## src/rtl/vga_cap_pkg.sv

```systemverilog
// vga_cap_pkg: shared state encoding and coordinate types for the VGA rectangle capture
package vga_cap_pkg;
   typedef enum logic [1:0] {IDLE, MEASURE, RUN} state_t;
   typedef logic signed [15:0] coord_t;
   localparam coord_t MIN_INIT = 16'sh7FFF;
   localparam coord_t MAX_INIT = 16'sh8000;
endpackage

```

## src/rtl/edge_detect.sv

```systemverilog
// edge_detect: two-flop input register with a rising-edge pulse taken between the flops
module edge_detect (
   input  logic clk,
   input  logic reset,
   input  logic d,
   output logic rise
);
   logic q, qq;
   always_ff @(posedge clk) begin
      if (reset) begin
         q  <= 1'b0;
         qq <= 1'b0;
      end else begin
         q  <= d;
         qq <= q;
      end
   end
   assign rise = q & ~qq;
endmodule

```

## src/rtl/vga_rect_capture.sv

```systemverilog
// vga_rect_capture: rebuilds the lit-pixel bounding box and line/frame timing from a VGA stream
module vga_rect_capture
   import vga_cap_pkg::*;
#(
   parameter int H_START   = 46,
   parameter int V_START   = 35,
   parameter int H_ACTIVE  = 320,
   parameter int V_ACTIVE  = 480,
   parameter int V_TIMEOUT = 1024
) (
   input  logic               clk,
   input  logic               reset,
   input  logic               hsync,
   input  logic               vsync,
   input  logic               color,
   output logic signed [15:0] x0,
   output logic signed [15:0] x1,
   output logic signed [15:0] y0,
   output logic signed [15:0] y1,
   output logic               rect_found,
   output logic               result_valid,
   output logic [15:0]        frames,
   output logic [15:0]        line_clocks,
   output logic [15:0]        frame_lines,
   output logic               locked
);
   logic h_rise, v_rise, color_q, seen, lit, publish, timeout;
   logic [15:0] hcnt, vcnt;
   coord_t x, y, minx, maxx, miny, maxy;
   state_t state, state_n;

   edge_detect u_hs (.clk(clk), .reset(reset), .d(hsync), .rise(h_rise));
   edge_detect u_vs (.clk(clk), .reset(reset), .d(vsync), .rise(v_rise));

   assign x       = coord_t'(hcnt) - coord_t'(H_START);
   assign y       = coord_t'(vcnt) - coord_t'(V_START);
   // the vsync-edge cycle belongs to neither frame, so it never contributes a pixel
   assign lit     = color_q && !x[15] && x < coord_t'(H_ACTIVE) && !y[15] && y < coord_t'(V_ACTIVE) && !v_rise;
   assign timeout = vcnt == 16'(V_TIMEOUT);
   assign publish = v_rise && state != IDLE;

   always_comb begin
      state_n = timeout ? IDLE : v_rise ? (state == IDLE ? MEASURE : RUN) : state;
   end

   always_ff @(posedge clk) begin
      if (reset) begin
         state       <= IDLE;
         locked      <= 1'b0;
         color_q     <= 1'b0;
         hcnt        <= '0;
         vcnt        <= '0;
         line_clocks <= '0;
         frame_lines <= '0;
      end else begin
         state   <= state_n;
         locked  <= state_n == RUN;
         color_q <= color;
         hcnt    <= h_rise ? '0 : hcnt == 16'hFFFF ? hcnt : hcnt + 16'd1;
         vcnt    <= v_rise ? '0 : h_rise ? vcnt + 16'd1 : vcnt;
         if (h_rise && state != IDLE) line_clocks <= hcnt + 16'd1;
         if (v_rise && state == RUN) frame_lines <= vcnt + 16'd1;
      end
   end

   always_ff @(posedge clk) begin
      if (reset || v_rise || timeout) begin
         minx <= MIN_INIT;
         maxx <= MAX_INIT;
         miny <= MIN_INIT;
         maxy <= MAX_INIT;
         seen <= 1'b0;
      end else if (lit) begin
         minx <= x < minx ? x : minx;
         maxx <= x > maxx ? x : maxx;
         miny <= y < miny ? y : miny;
         maxy <= y > maxy ? y : maxy;
         seen <= 1'b1;
      end
   end

   always_ff @(posedge clk) begin
      if (reset) begin
         x0           <= '0;
         x1           <= '0;
         y0           <= '0;
         y1           <= '0;
         rect_found   <= 1'b0;
         result_valid <= 1'b0;
         frames       <= '0;
      end else begin
         result_valid <= publish;
         if (publish) begin
            x0         <= seen ? minx : '0;
            x1         <= seen ? maxx + 16'sd1 : '0;
            y0         <= seen ? miny : '0;
            y1         <= seen ? maxy + 16'sd1 : '0;
            rect_found <= seen;
            frames     <= frames + 16'd1;
         end
      end
   end
endmodule

```

## config.mk

```make
export PLATFORM = sky130hd
export DESIGN_NAME = vga_rect_capture
export DESIGN_NICKNAME = d
export VERILOG_FILES = /design/src/rtl/vga_cap_pkg.sv /design/src/rtl/edge_detect.sv /design/src/rtl/vga_rect_capture.sv
export SDC_FILE = /design/constraint.sdc
export NUM_CORES = 1
export LEC_CHECK = 0
export BUFFER_PORTS_ARGS = -buffer_cell sky130_fd_sc_hd__buf_2
export CORE_MARGIN = 5
export CORE_UTILIZATION = 50
export CTS_CLUSTER_SIZE = 25
export DETAILED_ROUTE_END_ITERATION = 10
export PLACE_DENSITY_LB_ADDON = 0.15
export SLEW_MARGIN = 20
export SYNTH_ARGS = -nofsm -noshare
export SYNTH_HDL_FRONTEND = slang
export SYNTH_HIERARCHICAL = 1
export SYNTH_SLANG_ARGS = --single-unit
```

## constraint.sdc

```tcl
create_clock -name clk -period 11.37 [get_ports clk]
set_clock_uncertainty 0.2 [all_clocks]
set_input_delay 1.7055 -clock clk [delete_from_list [all_inputs] [get_ports clk]]
set_output_delay 1.7055 -clock clk [all_outputs]
set_load 0.05 [all_outputs]
```

==> results.tsv <==
metric	value	unit
status	completed	
tns	0	ps
switching_share	22.79	%
core	21890	sq um
io_buffers	119	
tightest_slew	1051	ps
pwr-share-seq	48.0	%
drive_gt1_share	13.18	%
antenna_found_initial	0	
finalCriticalPeriod	4761	ps
firstDrtPassIters	7	
arrival	4970	ps
numCtsBuffers	25	
ir_drop	0.00009312	V
fill_cells	2039	
htree_levels	1	
cts_tree	built	
synth_cell_types	59	
p_int	1.251	mW
wirelength	27020	um
fmax	0.2100	GHz
max_slew_margin	29.35	%
mostFrequentLayoutCells	219 x dfxtp_1, 146 x nor2_1, 119 x nand2_1, 118 x buf_2, 87 x a21oi_1	
cts_resized	0	
total_power	1.620	mW
synthFlopType	dfxtp_1	
cts_setup_buffers	0	
p_sw	369.2	uW
clock_latency	530	ps
cts_root_buffer	clkbuf_16	
yosys_warnings	6	
syn_nets	1418	
synth-edff-count	0	
start_util	50.87	%
first_global_vias	8899	
synthCells	1346	
cts_sinks	219	
final_common_cell	dfxtp_1	
holdBufCountCts	0	
cp_data_required_time	11580	ps
placed_area	11780	sq um
setup_viol	0	
grt_start_max_net_pins	87	
clk_pin_slew	60	ps
drt_iter0_markers	660	
viasPerCell	5.581	
grt_overflow	0	
maxCapViolCount	0	
rsz0062_at_grt	no	
gr-usage-all-layers	20.64	%
worstPathMaxFanout	12	
dpl.hpwl	19080	um
synthArstFlopShare	0	%
synth_area	11140	sq um
routedWlPerCell	15.91	um
yosysSeqAreaShare	39.37	%
leakage	5.082	nW
ys_seq_elements	219	
power.density	128.8	nW/um^2
cp-end-kind	flip-flop	
hold_viol	0	
antenna_left	0	
cts_buffer_depth	3	
drc	0	
fin_nets	1475	
row_count	54	
hold_class	flip-flop to flip-flop	
fin_area	12580	sq um
area_growth	12.97	%
grt_pass1_wl	45430	um
slew_violations	0	
avgSynthCellArea	8.273	sq um
min_period_over_period	41.87	%
startpoint_type	flip-flop	
worstSetupPathType	flip-flop to flip-flop	
gp_congestion	0.8654	
pin_count	120	
dieArea	25360	sq um
p_clk_share	48.4	%
vias	9482	
insertedDiodeCount	0	
die_h	159.2	um
dieWidth	159.2	um
power.share.combinational	3.6	%
==> power groups by stage <==
stage | registers, mW | clock network, mW | logic [mW]
global placement | 0.795 | 0 | 0.0583
CTS | 0.778 | 0.803 | 0.0591
finish | 0.778 | 0.784 | 0.0581
floorplan | 0.803 | 0 | 0.0354
global route | 0.779 | 0.832 | 0.0644
detailed placement | 0.795 | 0 | 0.0588
==> critical path, cell delays in order (launching register included) <==
cell and delay, ps:
dfxtp_1 440, ha_1 380, o41ai_2 600, nand3_1 210
or3_1 370, xnor2_1 170, ha_1 320, nand4_1 90
nor2_1 120, o22ai_1 80, a21oi_1 210, mux2i_1 680
nand3_1 380, o311ai_0 380
==> routing by layer <==
| layer | vias to the layer above | global-route usage [%] | routed length [um] |
|---|---|---|---|
| li1 | 4802 | - | - |
| met3 | 49 | 3.262 | 1699 |
| met2 | 258 | 30.60 | 11120 |
| met5 | - | 0 | 0 |
| met4 | 0 | 5.390 | 607 |
| met1 | 4373 | 31.20 | 13590 |
==> registers in the layout, summed over array words and instances (netlist names), 2 cells and up <==
register	count
x1	16
x0	16
maxx	16
line_clocks	16
hcnt	16
frames	16
maxy	16
minx	16
state	2
miny	16
y1	16
y0	16
vcnt	16
frame_lines	16
==> cell usage after synthesis (5+ instances only) <==
cell / number / area share (%)
nand2_1: 119 / 4.0
a31oi_1: 11 / 0.62
a21oi_1: 87 / 3.9
mux2i_1: 27 / 2.4
nor2_1: 147 / 5.0
and3_1: 17 / 0.96
nor4_1: 15 / 0.84
clkbuf_1: 86 / 2.9
a211oi_1: 35 / 2.4
ha_1: 67 / 7.5
o21a_1: 8 / 0.54
o21ai_0: 28 / 1.3
and4_1: 7 / 0.55
inv_1: 71 / 2.4
a21boi_0: 5 / 0.34
a21o_1: 18 / 1.2
a22oi_1: 22 / 1.5
o31ai_1: 12 / 0.81
buf_1: 8 / 0.27
xnor2_1: 56 / 4.4
xor2_1: 49 / 3.9
nand4_1: 29 / 1.6
or3_1: 8 / 0.45
nand3_1: 77 / 3.5
nor3_1: 42 / 1.9
nor2b_1: 13 / 0.73
dfxtp_1: 219 / 39
==> kinds of logic after synthesis <==
kind of cell             synth area share (%)
AND/OR/NAND/NOR                         21.61
multiplexers                            2.528
adder cells (fa/ha/maj)                 7.528
AO/OA/AOI/OAI                           14.79
flip-flops                              39.37
buffers and inverters                   5.921
XOR/XNOR                                8.258
==> through the flow <==
step	setup slack [ps]	utilization, %	hold WS [ps]	cells
floorplan	7470	-	229.2	1346
global placement	6845	53.81	235.3	1656
detailed placement	6694	53.81	243.1	1656
CTS	6643	57.46	252.3	1699
global route	6164	57.46	270.3	1699
finish	6609	57.46	249.3	1699
==> final cells by class <==
cell class                 instances  area [sq um]  area share, %
clock buffer                      35         723.2          5.749
clock inverter                     8         75.07         0.5968
inverter                          71         266.5          2.119
multi-input combinational        957          6107          48.55
sequential                       219          4384          34.85
tap                              280         350.3          2.785
timing repair buffer             129         673.1          5.351
==> worst paths after layout <==
check	from	to	slack [ps]	depth (start not counted)
worst max-delay path	vcnt[0]	miny[5]	6610	13
worst min-delay path	x0[8]	x0[8]	250	2
worst min register to register	x0[8]	x0[8]	250	2
worst max register to register	vcnt[0]	miny[5]	6610	13
No activity file was read; power rests on OpenSTA's default activity.
